--- config.mk ---
export PLATFORM = sky130hd
export DESIGN_NAME = cdc_req_rx_b_flat
export DESIGN_NICKNAME = d
export VERILOG_FILES = /design/src/rtl/cdc_req_rx_b_if.sv /design/src/rtl/cdc_req_rx_b.sv /design/src/flat_wrapper.sv
export SDC_FILE = /design/constraint.sdc
export NUM_CORES = 1
export LEC_CHECK = 0
export CAP_MARGIN = 20
export CORE_MARGIN = 2
export CORE_UTILIZATION = 43
export CTS_BUF_LIST = sky130_fd_sc_hd__clkbuf_8
export DETAILED_ROUTE_END_ITERATION = 10
export GPL_TIMING_DRIVEN = 0
export PLACE_DENSITY_LB_ADDON = 0.15
export SYNTH_ARGS = -nofsm -noshare
export SYNTH_HDL_FRONTEND = slang
export SYNTH_SLANG_ARGS = --single-unit
--- constraint.sdc ---
create_clock -name clk_b -period 1.5 [get_ports clk_b]
set_input_delay 0.15 -clock clk_b [delete_from_list [all_inputs] [get_ports clk_b]]
set_output_delay 0.15 -clock clk_b [all_outputs]
set_load 0.005 [all_outputs]
--- src/rtl/cdc_req_rx_b_if.sv ---
// cdc_req_rx_b_if
//   Bundle of the clk_a-facing request/ack signals and the clk_b-facing
//   downstream signals of the receive-side request synchronizer.
//
//   Handshake: the clk_a sender places a word on data_a and flips
//   req_tgl_a. It holds data_a until it sees ack_tgl_b flip. On the
//   receive side, each accepted request produces one vld_out pulse with
//   data_out valid in that cycle. The downstream stage answers with one
//   done_in pulse, which becomes one ack_tgl_b flip.
//
//   Modports:
//     master - sender / downstream side: drives req_tgl_a, data_a, done_in
//     slave  - the synchronizer: drives vld_out, data_out, ack_tgl_b,
//              busy, ovf_err, timeout_err, state_dbg
interface cdc_req_rx_b_if #(
  parameter int DATA_W = 8
);
  logic              req_tgl_a;
  logic [DATA_W-1:0] data_a;
  logic              done_in;
  logic              vld_out;
  logic [DATA_W-1:0] data_out;
  logic              ack_tgl_b;
  logic              busy;
  logic              ovf_err;
  logic              timeout_err;
  logic [1:0]        state_dbg;   // FSM state: 0 IDLE, 1 BUSY, 2 ACK

  modport master (
    output req_tgl_a, data_a, done_in,
    input  vld_out, data_out, ack_tgl_b, busy, ovf_err, timeout_err, state_dbg
  );

  modport slave (
    input  req_tgl_a, data_a, done_in,
    output vld_out, data_out, ack_tgl_b, busy, ovf_err, timeout_err, state_dbg
  );
endinterface

--- src/rtl/cdc_req_rx_b.sv ---
// cdc_req_rx_b
//   Receive-side request synchronizer for the clk_b domain.
//   - Synchronizes the toggle-encoded request from clk_a and detects its
//     edge.
//   - Captures data_a and issues a one-cycle vld_out pulse downstream.
//   - Returns a toggle-encoded ack once downstream reports done_in.
//   - Request edges arriving while not IDLE are dropped and latch ovf_err.
//
//   Optional feature macro: CDC_RX_TIMEOUT_EN
//     When defined, BUSY is bounded to TIMEOUT cycles. After that the block
//     forces an ack and latches timeout_err. When undefined, BUSY waits
//     indefinitely and timeout_err is tied to 0.
//
//   Ports:
//     clk_b     - clock
//     reset_in  - asynchronous, active-low reset
//     bus       - cdc_req_rx_b_if.slave
//       in : req_tgl_a, data_a, done_in
//       out: vld_out, data_out, ack_tgl_b, busy, ovf_err, timeout_err,
//            state_dbg
module cdc_req_rx_b #(
  parameter int DATA_W      = 8,
  parameter int SYNC_STAGES = 2,   // minimum 2
  parameter int TIMEOUT     = 16   // minimum 2, timeout build only
) (
  input  logic            clk_b,
  input  logic            reset_in,
  cdc_req_rx_b_if.slave   bus
);

  typedef enum logic [1:0] {
    ST_IDLE = 2'd0,
    ST_BUSY = 2'd1,
    ST_ACK  = 2'd2
  } state_t;

  state_t                 state_q, state_d;
  logic [SYNC_STAGES-1:0] sync_q, sync_d;
  logic                   r_q, r_d;
  logic                   vld_q, vld_d;
  logic [DATA_W-1:0]      data_q, data_d;
  logic                   ack_q, ack_d;
  logic                   ovf_q, ovf_d;
  logic                   req_edge;

`ifdef CDC_RX_TIMEOUT_EN
  localparam int CNT_W = $clog2(TIMEOUT + 1);
  logic [CNT_W-1:0] cnt_q, cnt_d;
  logic             to_q, to_d;
`endif

  // History flop r samples the last sync stage every cycle, so each toggle
  // produces exactly one single-cycle edge.
  assign req_edge = sync_q[SYNC_STAGES-1] ^ r_q;

  always_comb begin
    sync_d  = {sync_q[SYNC_STAGES-2:0], bus.req_tgl_a};
    r_d     = sync_q[SYNC_STAGES-1];
    state_d = state_q;
    vld_d   = 1'b0;
    data_d  = data_q;
    ack_d   = ack_q;
    ovf_d   = ovf_q;
`ifdef CDC_RX_TIMEOUT_EN
    cnt_d   = cnt_q;
    to_d    = to_q;
`endif

    case (state_q)
      ST_IDLE: begin
        // done_in is ignored here: a stray completion must not ack.
        if (req_edge) begin
          data_d  = bus.data_a;
          vld_d   = 1'b1;
          state_d = ST_BUSY;
`ifdef CDC_RX_TIMEOUT_EN
          cnt_d   = '0;
`endif
        end
      end

      ST_BUSY: begin
        // A new request while busy is dropped; the current ack still goes out.
        if (req_edge) ovf_d = 1'b1;
`ifdef CDC_RX_TIMEOUT_EN
        cnt_d = cnt_q + CNT_W'(1);
`endif
        if (bus.done_in) begin
          ack_d   = ~ack_q;
          state_d = ST_ACK;
        end
`ifdef CDC_RX_TIMEOUT_EN
        else if (cnt_q == CNT_W'(TIMEOUT - 1)) begin
          ack_d   = ~ack_q;
          to_d    = 1'b1;
          state_d = ST_ACK;
        end
`endif
      end

      ST_ACK: begin
        // One-cycle gap so a capture never directly follows an ack.
        if (req_edge) ovf_d = 1'b1;
        state_d = ST_IDLE;
      end

      default: state_d = ST_IDLE;
    endcase
  end

  always_ff @(posedge clk_b or negedge reset_in) begin
    if (!reset_in) begin
      state_q <= ST_IDLE;
      sync_q  <= '0;
      r_q     <= 1'b0;
      vld_q   <= 1'b0;
      data_q  <= '0;
      ack_q   <= 1'b0;
      ovf_q   <= 1'b0;
    end else begin
      state_q <= state_d;
      sync_q  <= sync_d;
      r_q     <= r_d;
      vld_q   <= vld_d;
      data_q  <= data_d;
      ack_q   <= ack_d;
      ovf_q   <= ovf_d;
    end
  end

`ifdef CDC_RX_TIMEOUT_EN
  always_ff @(posedge clk_b or negedge reset_in) begin
    if (!reset_in) begin
      cnt_q <= '0;
      to_q  <= 1'b0;
    end else begin
      cnt_q <= cnt_d;
      to_q  <= to_d;
    end
  end

  assign bus.timeout_err = to_q;
`else
  logic unused_timeout_cfg;
  assign unused_timeout_cfg = (TIMEOUT < 2);
  assign bus.timeout_err    = 1'b0;
`endif

  assign bus.vld_out   = vld_q;
  assign bus.data_out  = data_q;
  assign bus.ack_tgl_b = ack_q;
  assign bus.ovf_err   = ovf_q;
  assign bus.busy      = (state_q != ST_IDLE);
  assign bus.state_dbg = state_q;

endmodule

--- src/flat_wrapper.sv ---
// flat-port wrapper written by rule: the top's interface ports become plain ports
module cdc_req_rx_b_flat 
#(
  parameter int DATA_W      = 8,
  parameter int SYNC_STAGES = 2,               
  parameter int TIMEOUT     = 16                                   
)
  (clk_b, reset_in, bus_req_tgl_a, bus_data_a, bus_done_in, bus_vld_out, bus_data_out, bus_ack_tgl_b, bus_busy, bus_ovf_err, bus_timeout_err, bus_state_dbg);
  cdc_req_rx_b_if #(.DATA_W(DATA_W)) bus_i ();
  input  logic clk_b;
  input  logic reset_in;
  input wire logic [$bits(bus_i.req_tgl_a)-1:0] bus_req_tgl_a;
  input wire logic [$bits(bus_i.data_a)-1:0] bus_data_a;
  input wire logic [$bits(bus_i.done_in)-1:0] bus_done_in;
  output wire logic [$bits(bus_i.vld_out)-1:0] bus_vld_out;
  output wire logic [$bits(bus_i.data_out)-1:0] bus_data_out;
  output wire logic [$bits(bus_i.ack_tgl_b)-1:0] bus_ack_tgl_b;
  output wire logic [$bits(bus_i.busy)-1:0] bus_busy;
  output wire logic [$bits(bus_i.ovf_err)-1:0] bus_ovf_err;
  output wire logic [$bits(bus_i.timeout_err)-1:0] bus_timeout_err;
  output wire logic [$bits(bus_i.state_dbg)-1:0] bus_state_dbg;
  assign bus_i.req_tgl_a = bus_req_tgl_a;
  assign bus_i.data_a = bus_data_a;
  assign bus_i.done_in = bus_done_in;
  assign bus_vld_out = bus_i.vld_out;
  assign bus_data_out = bus_i.data_out;
  assign bus_ack_tgl_b = bus_i.ack_tgl_b;
  assign bus_busy = bus_i.busy;
  assign bus_ovf_err = bus_i.ovf_err;
  assign bus_timeout_err = bus_i.timeout_err;
  assign bus_state_dbg = bus_i.state_dbg;
  cdc_req_rx_b #(.DATA_W(DATA_W), .SYNC_STAGES(SYNC_STAGES), .TIMEOUT(TIMEOUT)) u_core (.clk_b(clk_b), .reset_in(reset_in), .bus(bus_i));
endmodule
==> PnR_summary.wiki <==
{| class="wikitable"
! Metric !! Value
|-
| Total negative slack for setup checks || 0 ns
|-
| Root buffer selected by CTS || clkbuf_8
|-
| Final count of negative-setup-slack endpoints || 0
|-
| Gate Count Post-Synth || 43
|-
| Ratio of final minimum period to clock period || 93.3%
|-
| Wire length of the first global-routing pass || 1790 µm
|-
| Area post-placement || 927 µm²
|-
| Length of the first detailed-routing pass in iterations || 1
|-
| Power density normalized to cell area || 1910 nW/µm²
|-
| Leakage power of the design || 0.452 nW
|-
| Worst setup skew after layout || 0.00108 ns
|-
| P&R area growth vs syn || 52.0%
|-
| Initial Util || 44.6%
|-
| Startpoint type of the worst setup path || flop
|-
| Final instance area || 998 µm²
|-
| # clock sinks || 16
|-
| Post-layout min period || 1.40 ns
|-
| H-tree levels || 1
|-
| Minimum setup slack after placement || 0.0318 ns
|-
| Number of antenna violations at the first check in global routing || 0
|-
| Clock slew seen by the registers of the worst setup and hold paths || 0.06 ns
|-
| Std-Cell Core Area || 1470 µm²
|-
| Count of inserted antenna diode cells || 0
|-
| Critical Path End || bus_busy
|-
| Most common cell after layout, fill and taps aside || clkdlybuf4s50_1
|-
| Final core utilization || 67.9%
|-
| WHS || 0.329 ns
|-
| Reg2reg setup slack || 0.12 ns
|-
| Vias after detailed routing || 412
|-
| Worst Setup End Kind || primary output
|-
| Tightest Hold Check Type || in -> async
|-
| Footprint of the multi-input gates || 233 µm²
|-
| Remaining antenna violation count || 0
|-
| Routed wire length per instance || 12.5 µm
|-
| Gr ovfl total || 0
|-
| Initial DRC count || 0
|-
| Max_cap viols || 0
|-
| Run status || finished, final reports clean
|-
| Worst-skew pair later-pin latency || 0.24 ns
|-
| Vias per std cell || 4.58
|-
| Post-route DRC || 0
|-
| Slew margin rel. || 53.2%
|-
| I/O Pins || 27
|-
| Worst r2r src || u_core.bus.state_dbg[0]
|-
| RePlAce Congestion || 0.691
|-
| Reg2Reg Depth || 4
|-
| Count of endpoints failing hold in the final timing report || 0
|-
| Post-synthesis cell area || 657 µm²
|-
| RSZ-0062 raised after global routing || no
|-
| Half-perimeter wire length after placement || 816 µm
|-
| Number of distinct library cells after synthesis || 12
|-
| Area of the die || 1860 µm²
|-
| Post-cts hold buffer count || 0
|-
| PortBufs || 25
|-
| Synthesized netlist net count || 59
|-
| Layout cell share with drive strength beyond 1 || 31.1%
|-
| Max Root-Sink Buffers || 2
|-
| Minimum setup slack in the final design || 0.100 ns
|-
| Number of CTS-inserted buffers || 3
|-
| Floorplan die height || 43.1 µm
|-
| Synthesis-stage register bit count || 16
|-
| Number of nets at the end of the flow || 91
|-
| Slew Viols, Final || 0
|-
| Combined global-route utilization of all metal layers || 13.3%
|-
| Via count of the first global-routing pass || 427
|-
| Combined flip-flop and latch cell area || 400 µm²
|-
| Syn. warnings || 0
|-
| Fraction of the yosys area taken by sequential cells || 61.0%
|-
| Arrival time of data at the critical path endpoint || 1.25 ns
|-
| Endpoint of the worst register-to-register path || u_core.bus.state_dbg[0]
|-
| Mean instance size in the synthesized netlist || 15.3 µm²
|-
| Biggest fanout along the worst timing path || 4
|-
| Commonest non-fill, non-tap cells in the layout || 24 x clkdlybuf4s50_1, 16 x dfrtp_1, 10 x mux2_2
|-
| Number of cells after detailed placement || 84
|-
| Post-layout instance count excluding filler cells || 90
|-
| Transition at the pin with the smallest max-transition slack || 0.699 ns
|-
| CP startpoint || u_core.bus.state_dbg[1]
|-
| Required time at the endpoint of the critical path || 1.35 ns
|-
| CTS tree || yes
|-
| F_max || 714 MHz
|-
| Design Power || 1.91 mW
|-
| Path type of the worst setup path || reg -> out
|-
| Total detailed-routing wirelength || 1130 µm
|-
| Fillers || 118
|-
| Floorplan die width || 43.1 µm
|-
| Standard-cell row count || 14
|-
| Maximum vdd drop || 1270 µV
|-
| Largest net degree at the start of global routing || 17
|}
[cells by family (layout without fill, tap and decap cells)]
| group | Yosys count | in the layout | synth area share [%] |
|---|---|---|---|
| AOI/OAI and AO/OA | 2 | 2 | 3.62 |
| other | 1 | 1 | 0.571 |
| DFF | 16 | 16 | 61.0 |
| xor gates and xnor gates | 2 | 2 | 3.81 |
| buffers and inverters | 6 | 37 | 4.00 |
| adders and majority gates | 4 | 4 | 7.62 |
| and+or+nand+nor | 2 | 2 | 2.29 |
| muxes | 10 | 10 | 17.1 |
[synthesized netlist by cell type]
library cell | n | area [µm²]
mux2_2 | 10 | 113
a2bb2oi_2 | 1 | 15.0
a21o_2 | 1 | 8.76
nand2_4 | 1 | 11.3
conb_1 | 1 | 3.75
xor2_2 | 1 | 16.3
inv_1 | 5 | 18.8
dfrtp_1 | 16 | 400
xnor2_1 | 1 | 8.76
ha_1 | 4 | 50.1
buf_4 | 1 | 7.51
nand2_1 | 1 | 3.75
[final cells by class]
cell class,count,area share (%)
Buffer,1,0.752
Multi-Input combinational cell,21,23.3
Sequential cell,16,40.1
Inverter,5,1.88
Timing Repair Buffer,27,26.4
Clock buffer,4,5.51
Tap cell,16,2.01
[critical path, stage by stage, from the launching register on]
cell	delay, ns
dfrtp_1	0.39
inv_2	0.09
ha_2	0.21
inv_1	0.06
dlygate4sd2_1	0.26
[state kept, by name (all words and copies together) (netlist names)]
signal and count:
u_core.bus.data_out 8, u_core.bus.state_dbg 2, u_core.sync_q 2, u_core.bus.ack_tgl_b 1, u_core.bus.ovf_err 1, u_core.bus.vld_out 1, u_core.r_q 1
[layer usage]
| layer | global-route usage (%) | share of wire, % | up-vias | wire, µm |
|---|---|---|---|---|
| met5 | 0 | 0 | - | 0 |
| met4 | 5.45 | 0 | 0 | 0 |
| met3 | 3.83 | 5.4 | 0 | 61 |
| met2 | 23.6 | 53 | 14 | 595 |
| met1 | 14.7 | 42 | 200 | 472 |
| li1 | - | - | 198 | - |
[where the power goes]
group          total, mW  internal, mW  switching [mW]  leakage, nW
logic              0.867         0.571           0.295        0.237
registers          0.678         0.599          0.0797        0.187
clock network      0.367         0.232           0.135       0.0288
total               1.91          1.40           0.510        0.452
[what timing repair did]
action	4_1_cts	5_1_grt
resized for setup	3	0
buffers inserted	2	0
setup endpoints to repair	1	0
[worst min path at each step]
stage               cells after the start              from  slack (ns)                     end
global placement                        0  u_core.sync_q[0]        0.33        u_core.sync_q[1]
finish                                  1          reset_in        0.33  u_core.bus.data_out[2]
global route                            1     bus_req_tgl_a        0.34        u_core.sync_q[0]
floorplan                               0          reset_in       -0.15    u_core.bus.ack_tgl_b
CTS                                     1     bus_req_tgl_a        0.34        u_core.sync_q[0]
detailed placement                      0  u_core.sync_q[0]        0.34        u_core.sync_q[1]
No activity file was read; power rests on OpenSTA's default activity.
